[config.mk]
export PLATFORM = sky130hd
export DESIGN_NAME = quartet_run_controller_flat
export DESIGN_NICKNAME = d
export VERILOG_FILES = /design/src/rtl/quartet_run_if.sv /design/src/rtl/quartet_run_controller.sv /design/src/flat_wrapper.sv
export SDC_FILE = /design/constraint.sdc
export NUM_CORES = 1
export LEC_CHECK = 0
export ABC_AREA = 0
export CAP_MARGIN = 40
export CORE_UTILIZATION = 30
export CTS_CLUSTER_SIZE = 40
export DETAILED_ROUTE_END_ITERATION = 7
export DONT_BUFFER_PORTS = 1
export HOLD_SLACK_MARGIN = 0.12
export PLACE_DENSITY = 0.45
export SLEW_MARGIN = 20
export SYNTH_ARGS = -nofsm -noshare
export SYNTH_HDL_FRONTEND = slang
export SYNTH_SLANG_ARGS = --single-unit
[constraint.sdc]
create_clock -name clock_i -period 3.3 [get_ports clock_i]
set_input_delay 0.66 -clock clock_i [delete_from_list [all_inputs] [get_ports clock_i]]
set_output_delay 0.66 -clock clock_i [all_outputs]
set_load 0.05 [all_outputs]
[src/rtl/quartet_run_if.sv]
// Host-side start/done handshake and run status for one quartet run controller.
interface quartet_run_if #(
  parameter int unsigned CountWidth = 32
) ();
  logic                  start_valid;
  logic                  start_ready;
  logic                  start_with_reset;
  logic [CountWidth-1:0] timeout_limit;
  logic                  abort;
  logic                  busy;
  logic                  done;
  logic [1:0]            status;
  logic [CountWidth-1:0] cycle_count;

  // Host side: requests runs and observes results.
  modport master (
    output start_valid, start_with_reset, timeout_limit, abort,
    input  start_ready, busy, done, status, cycle_count
  );

  // Controller side.
  modport slave (
    input  start_valid, start_with_reset, timeout_limit, abort,
    output start_ready, busy, done, status, cycle_count
  );
endinterface

[src/rtl/quartet_run_controller.sv]
// Sequences one quartet program run: optional reset, settle, execute, completion detection.
// All outputs are registered; the host sees the result through a start/done handshake.
module quartet_run_controller #(
  parameter int unsigned ResetCycles   = 4,
  parameter int unsigned StatusLatency = 3,
  parameter int unsigned QuiesceCycles = 2,
  parameter int unsigned CountWidth    = 32
) (
  input  logic        clock_i,
  input  logic        reset_ni,
  quartet_run_if.slave host,
  output logic        quartet_reset_o,
  output logic        quartet_enable_o,
  output logic        quartet_execute_o,
  input  logic        halted_i,
  input  logic        channels_quiescent_i,
  input  logic        routers_quiescent_i
);

  localparam int unsigned PhaseW = $clog2(ResetCycles + 1);
  localparam int unsigned QualW  = $clog2(QuiesceCycles + 1);

  localparam logic [1:0] StatNone     = 2'b00;
  localparam logic [1:0] StatFinished = 2'b01;
  localparam logic [1:0] StatTimeout  = 2'b10;
  localparam logic [1:0] StatAborted  = 2'b11;

  typedef enum logic [2:0] {StIdle, StRst, StSettle, StRun, StDone} state_e;

  state_e                state_q;
  logic                  q_reset_q, q_enable_q, q_execute_q;
  logic                  busy_q, done_q, start_ready_q;
  logic [1:0]            status_q;
  logic [CountWidth-1:0] cycle_count_q, limit_q;
  logic [PhaseW-1:0]     phase_q;
  logic [QualW-1:0]      qual_q;

  logic finish, qual_hit, timeout_hit;

  // Completion conditions for the current RUN cycle; status is untrusted until the
  // quartet's buffered outputs have caught up.
  always_comb begin
    finish      = halted_i && channels_quiescent_i && routers_quiescent_i &&
                  (cycle_count_q >= CountWidth'(StatusLatency));
    qual_hit    = finish && (qual_q == QualW'(QuiesceCycles - 1));
    timeout_hit = (limit_q != '0) && (cycle_count_q == limit_q);
  end

  // Run-sequencing FSM with registered outputs.
  always_ff @(posedge clock_i or negedge reset_ni) begin
    if (!reset_ni) begin
      state_q       <= StIdle;
      q_reset_q     <= 1'b1;
      q_enable_q    <= 1'b0;
      q_execute_q   <= 1'b0;
      busy_q        <= 1'b0;
      done_q        <= 1'b0;
      start_ready_q <= 1'b0;
      status_q      <= StatNone;
      cycle_count_q <= '0;
      limit_q       <= '0;
      phase_q       <= '0;
      qual_q        <= '0;
    end else begin
      done_q <= 1'b0;
      unique case (state_q)
        StIdle: begin
          q_reset_q     <= 1'b0;
          q_enable_q    <= 1'b1;
          q_execute_q   <= 1'b0;
          start_ready_q <= 1'b1;
          if (host.start_valid && start_ready_q) begin
            limit_q       <= host.timeout_limit;
            cycle_count_q <= '0;
            status_q      <= StatNone;
            start_ready_q <= 1'b0;
            busy_q        <= 1'b1;
            phase_q       <= '0;
            qual_q        <= '0;
            if (host.start_with_reset) begin
              state_q    <= StRst;
              q_reset_q  <= 1'b1;
              q_enable_q <= 1'b0;
            end else begin
              state_q <= StSettle;
            end
          end
        end
        StRst: begin
          if (host.abort) begin
            state_q    <= StDone;
            q_reset_q  <= 1'b0;
            q_enable_q <= 1'b1;
            status_q   <= StatAborted;
            done_q     <= 1'b1;
          end else if (phase_q == PhaseW'(ResetCycles - 1)) begin
            state_q    <= StSettle;
            q_reset_q  <= 1'b0;
            q_enable_q <= 1'b1;
            phase_q    <= '0;
          end else begin
            phase_q <= phase_q + PhaseW'(1);
          end
        end
        // Two cycles so the quartet's buffered reset/enable have landed before execute.
        StSettle: begin
          if (host.abort) begin
            state_q  <= StDone;
            status_q <= StatAborted;
            done_q   <= 1'b1;
          end else if (phase_q == PhaseW'(1)) begin
            state_q     <= StRun;
            q_execute_q <= 1'b1;
            qual_q      <= '0;
          end else begin
            phase_q <= phase_q + PhaseW'(1);
          end
        end
        // Exit priority: qualified finish, then abort, then timeout.
        StRun: begin
          if (qual_hit || host.abort || timeout_hit) begin
            state_q     <= StDone;
            q_execute_q <= 1'b0;
            done_q      <= 1'b1;
            if (qual_hit)        status_q <= StatFinished;
            else if (host.abort) status_q <= StatAborted;
            else                 status_q <= StatTimeout;
          end else begin
            if (cycle_count_q != '1) cycle_count_q <= cycle_count_q + CountWidth'(1);
            qual_q <= finish ? qual_q + QualW'(1) : '0;
          end
        end
        StDone: begin
          state_q       <= StIdle;
          busy_q        <= 1'b0;
          start_ready_q <= 1'b1;
        end
        default: state_q <= StIdle;
      endcase
    end
  end

  assign quartet_reset_o   = q_reset_q;
  assign quartet_enable_o  = q_enable_q;
  assign quartet_execute_o = q_execute_q;
  assign host.start_ready  = start_ready_q;
  assign host.busy         = busy_q;
  assign host.done         = done_q;
  assign host.status       = status_q;
  assign host.cycle_count  = cycle_count_q;

endmodule
[src/flat_wrapper.sv]
// flat-port wrapper written by rule: the top's interface ports become plain ports
module quartet_run_controller_flat 
#(
  parameter int unsigned ResetCycles   = 4,
  parameter int unsigned StatusLatency = 3,
  parameter int unsigned QuiesceCycles = 2,
  parameter int unsigned CountWidth    = 32
)
  (clock_i, reset_ni, quartet_reset_o, quartet_enable_o, quartet_execute_o, halted_i, channels_quiescent_i, routers_quiescent_i, host_start_valid, host_start_with_reset, host_timeout_limit, host_abort, host_start_ready, host_busy, host_done, host_status, host_cycle_count);
  quartet_run_if #(.CountWidth(CountWidth)) host_i ();
  input  logic clock_i;
  input  logic reset_ni;
  output logic quartet_reset_o;
  output logic quartet_enable_o;
  output logic quartet_execute_o;
  input  logic halted_i;
  input  logic channels_quiescent_i;
  input  logic routers_quiescent_i;
  input wire logic [$bits(host_i.start_valid)-1:0] host_start_valid;
  input wire logic [$bits(host_i.start_with_reset)-1:0] host_start_with_reset;
  input wire logic [$bits(host_i.timeout_limit)-1:0] host_timeout_limit;
  input wire logic [$bits(host_i.abort)-1:0] host_abort;
  output wire logic [$bits(host_i.start_ready)-1:0] host_start_ready;
  output wire logic [$bits(host_i.busy)-1:0] host_busy;
  output wire logic [$bits(host_i.done)-1:0] host_done;
  output wire logic [$bits(host_i.status)-1:0] host_status;
  output wire logic [$bits(host_i.cycle_count)-1:0] host_cycle_count;
  assign host_i.start_valid = host_start_valid;
  assign host_i.start_with_reset = host_start_with_reset;
  assign host_i.timeout_limit = host_timeout_limit;
  assign host_i.abort = host_abort;
  assign host_start_ready = host_i.start_ready;
  assign host_busy = host_i.busy;
  assign host_done = host_i.done;
  assign host_status = host_i.status;
  assign host_cycle_count = host_i.cycle_count;
  quartet_run_controller #(.ResetCycles(ResetCycles), .StatusLatency(StatusLatency), .QuiesceCycles(QuiesceCycles), .CountWidth(CountWidth)) u_core (.clock_i(clock_i), .reset_ni(reset_ni), .host(host_i), .quartet_reset_o(quartet_reset_o), .quartet_enable_o(quartet_enable_o), .quartet_execute_o(quartet_execute_o), .halted_i(halted_i), .channels_quiescent_i(channels_quiescent_i), .routers_quiescent_i(routers_quiescent_i));
endmodule
==> metrics, run 1 <==
placer's final routability congestion estimate=0.8314; met2 WL post-DR=5989 um; synthesized instance count=504; Simple-Gate Fraction of Synth Area=28.78%; Synth area leader=dfrtp_1; post-CTS setup buffer count=0; drt total wl=12960 um; drt wl/cell=18.14 um; Synth Area in XOR/XNOR=6.440%; die height=122.4 um; I/O Buffers=0; 1st-pass router iterations=4; Starting DRT DRC Count=227; vias in the first global route=3635; register area share after synthesis=46.03%; Placed Instances=697; H-Tree Depth=3; Synth async-reset ratio=100.0%; fmax=343.7 MHz; Synth top area share=45.43%; DRC Markers=0; slowest stage cell, crit path=dfrtp_1; top_reg_cell synth=dfrtp_1; first-pass GRT wire length=20630 um; Worst IR Drop VDD=273.5 uV; Crit Path Class=reg2reg; Post-Syn Nets=550; reg2reg setup slack=0.39 ns; post-cts resize count=0; Crit. End Element=register; P_leak=2.190 nW; Clock Latency Late Sink=0.35 ns; largest family of logic cells by synthesized area=simple AND/OR/NAND/NOR gates; post-layout net count=575; dpl hpwl=9284 um; Post-synth EDFFs=0; mapped cell area=4352 sq um; Worst-path clk slew=0.06 ns; Critical Path RT=3.52 ns; crit start category=register; Synth Area in Adders=1.725%; multi-input logic area=2206 sq um; max-slew violations=0; uppermost layer routed=met4; Synth area leaders=dfrtp_1, nand2_1, xnor2_1, a21oi_1, or3_1; Mapped Avg Cell Area=8.634 sq um; Layout area overhead=17.94%; Synth Area in Compound Gates=12.33%; total track usage=18.55%; Hold Fails Final Rpt=0; Initial Util=30.99%; commonest non-fill, non-tap cell in the layout=nand2_1; multiplexer share of the synthesized area=1.236%; Core Area=14040 sq um; number of CTS-inserted buffers=9; Synth cell types=51; RSZ-0062 raised after global routing=false; Crit Path Max Fanout=6; hold crit path type=in2async; CTS tree=yes; count of final setup violators=0; FF-to-FF path depth=8; Slew Limit Headroom=54.40%; via count=3756; most frequent cells in the layout=nand2_1, dfrtp_1, a21oi_1, buf_4, xnor2_1; I/O pin total=80; r2r endpoint=u_core.qual_q[1]; Cell Chain, Critical Path=buf_4 > xnor2_1 > nand4_1 > nor4_1 > o211ai_1 > and2_0 > o21ai_0 > mux2_2; Via density=5.261; status=finished clean; row count=43; share of cells above drive strength 1=12.73%; Pwr Density=766.2 nW/um^2; met1 WL=5848 um; Worst-Margin Slew=0.6841 ns; metal3 WL=924 um; grt ovf=0; # fillers=1454; Period minus WS final=2.910 ns; synth warn=0; Die ar.=14990 sq um; max incr delay on CP=0.47 ns; clock sinks=80; sequential cell area=2003 sq um; largest net degree at the start of global routing=80; max-cap viol count=0; root buf cell=clkbuf_16; Clock Path Buffers=2; Die Span X=122.4 um; initial antenna violation count=0; Clock Skew=0.01009 ns; Seq cells post-synth=80; # diodes=0; RR Startpoint=u_core.host.cycle_count[3]; Finished Layout Cells=714; crit path DAT=3.13 ns; setup tns final=0 ns; fin crit share=88.17%; DRT antenna net count=0
cell type report:
| cell class | instances | share of cell area, % |
|---|---|---|
| well taps | 180 | 4.388 |
| clock inverters | 7 | 2.292 |
| inverters | 10 | 0.7314 |
| multi-input cells | 390 | 42.98 |
| flip-flops and latches | 80 | 39.03 |
| clock buffers | 9 | 4.388 |
| repair buffers | 38 | 6.192 |
cells by family after synthesis:
logic type      count (synthesis)
buf+inv                        34
xor+xnor                       32
flops                          80
fa+ha+maj                       6
mux                             5
compound gates                 91
simple gates                  256
flip-flops by register name, summed over array words and instances (netlist names):
signal                    count
u_core.host.cycle_count      32
u_core.limit_q               32
u_core.phase_q                3
u_core.state_q                3
u_core.host.status            2
u_core.qual_q                 2
u_core.host.busy              1
u_core.host.done              1
u_core.host.start_ready       1
u_core.quartet_enable_o       1
u_core.quartet_execute_o      1
u_core.quartet_reset_o        1
metrics by stage:
stage,util [%],hold slack (ns),worst slack [ns],cell area [sq um],power [mW]
after floorplan,-,0.3644,0.3847,4352,2.457
after global placement,33.91,0.3697,0.3821,4762,2.770
after detailed placement,33.91,0.3701,0.3954,4762,2.783
after CTS,36.55,0.1351,0.3811,5132,3.989
after global routing,36.55,0.1343,0.2562,5132,4.196
final,36.55,0.1497,0.3905,5132,3.933
how the worst max path moves through the flow:
stage                                           from                         end  slack (ns)  depth (start not counted)
final                     u_core.host.cycle_count[3]            u_core.qual_q[1]        0.39                          8
after floorplan           u_core.host.cycle_count[3]  u_core.host.cycle_count[0]        0.38                          8
after global placement    u_core.host.cycle_count[3]            u_core.qual_q[1]        0.38                          8
after CTS                 u_core.host.cycle_count[3]            u_core.qual_q[1]        0.38                          8
after global routing      u_core.host.cycle_count[3]            u_core.qual_q[0]        0.26                          8
after detailed placement  u_core.host.cycle_count[3]            u_core.qual_q[1]        0.40                          8
where the power goes:
group	internal [mW]	total [mW]	switching, mW
logic	0.429	1.18	0.749
registers	1.20	1.60	0.397
clock network	0.740	1.16	0.417
cell usage after synthesis (3+ instances only):
library cell,instances
clkbuf_1,15
o21ai_1,3
buf_1,3
o21ai_0,27
and2_1,3
ha_1,6
inv_1,10
nand2_1,125
and3_1,6
or3_1,22
nor4_1,18
o31ai_1,9
buf_2,3
mux2_2,3
dfrtp_1,79
nand4_1,19
a21oi_1,37
nand3_1,11
or4_1,11
nor3_1,6
xnor2_1,32
nor2_1,21
routing by layer:
| layer | GRT usage, % | vias up |
|---|---|---|
| met5 | 0 | - |
| met2 | 28.48 | 103 |
| met4 | 7.546 | 0 |
| met1 | 25.21 | 1795 |
| met3 | 4.043 | 10 |
| li1 | - | 1848 |
timing repair:
| item | CTS | global route |
|---|---|---|
| endpoints found under the hold margin | 79 | 0 |
| endpoints found under the setup margin | 0 | 0 |
| hold buffers | 1 | 0 |
worst max-delay path, delay by kind of cell, from the launching register on:
| family | cells | cell delay (ns) |
|---|---|---|
| simple gates | 3 | 0.86 |
| buf+inv | 1 | 0.29 |
| flops | 1 | 0.47 |
| compound gates | 2 | 0.63 |
| xor+xnor | 1 | 0.14 |
| mux | 1 | 0.38 |
Note: power is estimated with default switching activity, not from simulation.
==> run 2, diff against run 1 <==
==> constraint.sdc (replaced) <==
create_clock -name clock_i -period 3.2 [get_ports clock_i]
set_input_delay 0.64 -clock clock_i [delete_from_list [all_inputs] [get_ports clock_i]]
set_output_delay 0.64 -clock clock_i [all_outputs]
set_load 0.05 [all_outputs]
==> metrics, run 2 (synthesis results as in run 1) <==
status=finished clean; most frequent cells in the layout=nand2_1, dfrtp_1, a21oi_1, buf_4, xnor2_1; Via density=5.224 (-0.69%); Slew Limit Headroom=54.13% (-0.27 points); FF-to-FF path depth=8 (unchanged); Starting DRT DRC Count=233 (+2.6%); Hold WS=0.1372 ns (-0.01254 ns); reg2reg setup slack=0.22 ns (-0.17 ns); placer's final routability congestion estimate=0.7828 (-5.8%); die height=122.4 um (unchanged); dpl cell area=4770 sq um (+0.16%); share of cells above drive strength 1=12.55% (-0.19 points); Period minus WS final=2.978 ns (+0.06855 ns); vias in the first global route=3637 (+0.055%); commonest non-fill, non-tap cell in the layout=nand2_1; sequential cell area=2003 sq um (unchanged); initial antenna violation count=0 (unchanged); grt ovf=0 (unchanged); # fillers=1454 (unchanged); Worst-path clk slew=0.06 ns (about the same); post-layout net count=576 (+0.17%); Pwr Density=764.7 nW/um^2 (-0.21%); 1st-pass router iterations=4 (unchanged); Placed Instances=698 (+0.14%); max incr delay on CP=0.41 ns (-0.06 ns); row count=43 (unchanged); dpl hpwl=9193 um (-0.98%); Finished Layout Cells=714 (unchanged); # diodes=0 (unchanged); setup ws final=0.2219 ns (-0.1685 ns); via count=3730 (-0.69%); Crit Path Max Fanout=6 (unchanged); Clock Path Buffers=2 (unchanged); # hold bufs at CTS=1 (unchanged); Critical Path RT=3.42 ns (-0.10 ns); DRC Markers=0 (unchanged); first-pass GRT wire length=20450 um (-0.87%); slowest stage cell, crit path=nor4_1; WP depth=8 (unchanged); Clock Skew=0.006469 ns (-0.003620 ns); RR Startpoint=u_core.host.cycle_count[30]; Die Span X=122.4 um (unchanged); max-cap viol count=0 (unchanged); setup tns final=0 ns (unchanged); fin crit share=93.06% (+4.9 points); Cell Chain, Critical Path=buf_4 > xnor2_1 > nand4_1 > nor4_1 > o211ai_1 > and2_0 > o21ai_0 > mux2_2; I/O pin total=80 (unchanged); Die ar.=14990 sq um (unchanged); total track usage=18.42% (-0.13 points); P_leak=2.170 nW (-0.88%); fin util=36.21% (-0.34 points); Final Power=3.888 mW (-1.1%); Clock Latency Late Sink=0.34 ns (about the same); root buf cell=clkbuf_16; post-CTS setup buffer count=0 (unchanged); Core Area=14040 sq um (unchanged); I/O Buffers=0 (unchanged); fmax=335.8 MHz (-2.3%); Worst-Margin Slew=0.6881 ns (+0.004058 ns); max-slew violations=0 (unchanged); Layout area overhead=16.85%; r2r endpoint=u_core.qual_q[0]; Crit path max-delay family=simple AND/OR/NAND/NOR gates; Worst IR Drop VDD=386.1 uV (+41%); H-Tree Depth=3 (unchanged); post-cts resize count=0 (unchanged); crit start category=register; multi-input logic area=2206 sq um (unchanged); count of final setup violators=0 (unchanged); pre-CTS setup slack=0.3018 ns (-0.09362 ns); number of CTS-inserted buffers=9 (unchanged); drt wl/cell=17.98 um (-0.92%); DRT antenna net count=0 (unchanged); clock sinks=80 (unchanged); Final Cell Area=5085 sq um (-0.93%); Hold Fails Final Rpt=0 (unchanged); Crit Path Class=reg2reg; hold crit path type=in2async; CTS tree=yes; Crit. End Element=register; RSZ-0062 raised after global routing=false; Initial Util=30.99% (unchanged); largest net degree at the start of global routing=80 (unchanged); drt total wl=12840 um (-0.92%); Buf+Inv Stages, Crit Path=1 (unchanged); crit path DAT=3.20 ns (+0.07 ns)
==> run 2: cell types whose count changed in the layout (fill, tap and decap cells not counted), sizes merged <==
cell,delta
clkbuf,+2
bufinv,-2
inv,-1
buf,+1
==> run 2: worst max-delay path by stage <==
stage | from | to | slack, ns
4_1_cts | u_core.host.cycle_count[30] | u_core.qual_q[1] | 0.30
3_5_place_dp | u_core.host.cycle_count[30] | u_core.qual_q[1] | 0.30
6_report | u_core.host.cycle_count[30] | u_core.qual_q[0] | 0.22
3_3_place_gp | u_core.host.cycle_count[30] | u_core.qual_q[1] | 0.36
5_1_grt | u_core.host.cycle_count[30] | u_core.qual_q[1] | 0.1
2_1_floorplan | u_core.host.cycle_count[3] | u_core.host.cycle_count[0] | 0.28
==> run 2: power by group <==
part           switching [mW]  internal, mW
Combinational           0.777         0.443
Clock                   0.404         0.617
Sequential              0.409          1.24
==> run 2: metal layers <==
layer / vias up / track usage [%] / routed length [um]
li1: 1841 / - / -
met1: 1804 / 25.39 / 6178
met2: 71 / 27.74 / 5793
met3: 14 / 4.136 / 608
met4: 0 / 7.470 / 255
met5: - / 0 / 0
==> run 2: layout make-up <==
| type | count | area share (%) |
|---|---|---|
| Multi-Input combinational cell | 390 | 43.38 |
| Sequential cell | 80 | 39.39 |
| Timing Repair Buffer | 39 | 6.398 |
| Clock buffer | 11 | 4.774 |
| Tap cell | 180 | 4.429 |
| Clock inverter | 4 | 0.8858 |
| Inverter | 10 | 0.7382 |
==> run 2: worst reg2reg max path: stages (launching register included) <==
cell	delay, ns
dfrtp_1	0.37
buf_4	0.21
xnor2_1	0.30
nand4_1	0.13
nor4_1	0.41
o211ai_1	0.35
and2_0	0.36
o21ai_0	0.35
mux2_2	0.38
==> run 3, diff against run 2 <==
--- a/config.mk
+++ b/config.mk
@@ -7,6 +7,7 @@
 export LEC_CHECK = 0
 export ABC_AREA = 0
 export CAP_MARGIN = 40
+export CORE_MARGIN = 5
 export CORE_UTILIZATION = 30
 export CTS_CLUSTER_SIZE = 40
 export DETAILED_ROUTE_END_ITERATION = 7
==> metrics, run 3 (synthesis results as in run 1) <==
Clock Latency Late Sink=0.35 ns (about the same); max-slew violations=0 (unchanged); reg2reg setup slack=0.22 ns (about the same); CTS tree=yes; clock sinks=80 (unchanged); via count=3843 (+3.0%); DRT antenna net count=0 (unchanged); die height=130.4 um (+6.5%); Pwr Density=784.4 nW/um^2 (+2.6%); commonest non-fill, non-tap cell in the layout=nand2_1; max incr delay on CP=0.41 ns (about the same); count of final setup violators=0 (unchanged); initial antenna violation count=0 (unchanged); hold crit path type=in2async; sequential cell area=2003 sq um (unchanged); drt total wl=13710 um (+6.8%); Period minus WS final=2.982 ns (+0.004083 ns); Finished Layout Cells=720 (+0.84%); Die Span X=130.4 um (+6.5%); # diodes=0 (unchanged); Initial Util=30.29% (-0.70 points); crit start category=register; total track usage=16.49% (-1.9 points); Crit Path Class=reg2reg; Via density=5.338 (+2.2%); I/O pin total=80 (unchanged); first-pass GRT wire length=21440 um (+4.8%); Worst IR Drop VDD=506.9 uV (+31%); RSZ-0062 raised after global routing=false; status=finished clean; H-Tree Depth=3 (unchanged); largest net degree at the start of global routing=80 (unchanged); I/O Buffers=0 (unchanged); # fillers=1489 (+2.4%); Hold Fails Final Rpt=0 (unchanged); r2r endpoint=u_core.qual_q[1]; max-cap viol count=0 (unchanged); dpl hpwl=9834 um (+7.0%); Slew Limit Headroom=52.27% (-1.9 points); Worst-Margin Slew=0.7160 ns (+0.02789 ns); Worst-path clk slew=0.06 ns (about the same); fmax=335.3 MHz (-0.14%); Crit. End Element=register; Critical Path RT=3.42 ns (about the same); most frequent cells in the layout=nand2_1, dfrtp_1, a21oi_1, buf_4, xnor2_1; 1st-pass router iterations=4 (unchanged); Clock Path Buffers=2 (unchanged); row count=44 (+2.3%); slowest stage cell, crit path=nor4_1; FF-to-FF path depth=8 (unchanged); Layout area overhead=17.94%; Placed Instances=702 (+0.57%); multi-input logic area=2206 sq um (unchanged); P_leak=2.175 nW (+0.20%); root buf cell=clkbuf_16; drt wl/cell=19.04 um (+5.9%); share of cells above drive strength 1=12.69% (+0.14 points); Die ar.=17010 sq um (+13%); setup tns final=0 ns (unchanged); vias in the first global route=3722 (+2.3%); Starting DRT DRC Count=217 (-6.9%); number of CTS-inserted buffers=9 (unchanged); crit path DAT=3.20 ns (about the same); DRC Markers=0 (unchanged); grt ovf=0 (unchanged); Crit Path Max Fanout=6 (unchanged); fin crit share=93.19% (+0.13 points); Clock Skew=0.01561 ns (+0.009145 ns); RR Startpoint=u_core.host.cycle_count[30]; Cell Chain, Critical Path=buf_4 > xnor2_1 > nand4_1 > nor4_1 > o211ai_1 > and2_0 > o21ai_0 > mux2_2; Core Area=14370 sq um (+2.3%); placer's final routability congestion estimate=0.8310 (+6.2%); post-layout net count=577 (+0.17%)
run 3: cell types whose count changed in the layout (fill, tap and decap cells not counted):
cell | previous run | this run
clkbuf_8 | 1 | 0
bufinv_16 | 1 | 2
inv_6 | 0 | 1
clkinv_2 | 3 | 0
dlygate4sd3_1 | 0 | 1
clkinvlp_4 | 0 | 3
run 3: how the worst max path moves through the flow:
stage                                startpoint                    endpoint  slack, ns  cells past startpoint
floorplan            u_core.host.cycle_count[3]  u_core.host.cycle_count[0]       0.28                      8
global placement    u_core.host.cycle_count[30]            u_core.qual_q[1]       0.28                      8
detailed placement  u_core.host.cycle_count[30]            u_core.qual_q[1]       0.28                      8
CTS                 u_core.host.cycle_count[30]            u_core.qual_q[1]       0.26                      8
global route        u_core.host.cycle_count[30]            u_core.qual_q[1]       0.08                      8
finish              u_core.host.cycle_count[30]            u_core.qual_q[1]       0.22                      8
run 3: stage by stage:
stage	worst slack, ns	instance area, sq um	hold WS (ns)	utilization (%)	power (mW)
after detailed placement	0.2761	4775	0.3494	33.23	2.900
after global placement	0.2778	4775	0.3494	33.23	2.887
after floorplan	0.2847	4352	0.3444	-	2.534
final	0.2178	5132	0.1912	35.72	4.026
after global routing	0.08258	5132	0.2173	35.72	4.302
after CTS	0.2576	5122	0.1228	35.65	4.076
run 3: critical path: cells and delay by family, from the launching register on:
family | cells | cell delay [ns]
multiplexers | 1 | 0.38
flip-flops | 1 | 0.38
buffers and inverters | 1 | 0.21
AND/OR/NAND/NOR | 3 | 0.90
AO/OA/AOI/OAI | 2 | 0.70
XOR/XNOR | 1 | 0.29
run 3: power breakdown:
part / switching [mW] / leakage, nW / total (mW) / internal [mW]
Clock: 0.446 / 0.145 / 1.13 / 0.687
Sequential: 0.425 / 1.06 / 1.66 / 1.24
Combinational: 0.787 / 0.967 / 1.23 / 0.444
Total: 1.66 / 2.17 / 4.03 / 2.37
run 3: area by class of cell:
class,count,share of cell area [%]
clock buffers,10,4.461
clock inverters,6,1.780
inverters,10,0.7314
multi-input cells,390,42.98
flip-flops and latches,80,39.03
well taps,184,4.486
repair buffers,40,6.533
run 3: timing repair:
| action | 4_1_cts | 5_1_grt |
|---|---|---|
| hold buffers | 1 | 1 |
| endpoints found under the hold margin | 79 | 1 |
| endpoints found under the setup margin | 0 | 0 |
| gates resized for setup | 0 | 0 |
| buffers inserted | 0 | 0 |
run 3: metal layers:
metal	wire [um]	vias to the layer above	track usage (%)
li1	-	1837	-
met1	6226	1894	22.57
met2	6406	96	25.59
met3	853	16	4.309
met4	225	0	5.324
met5	0	-	0
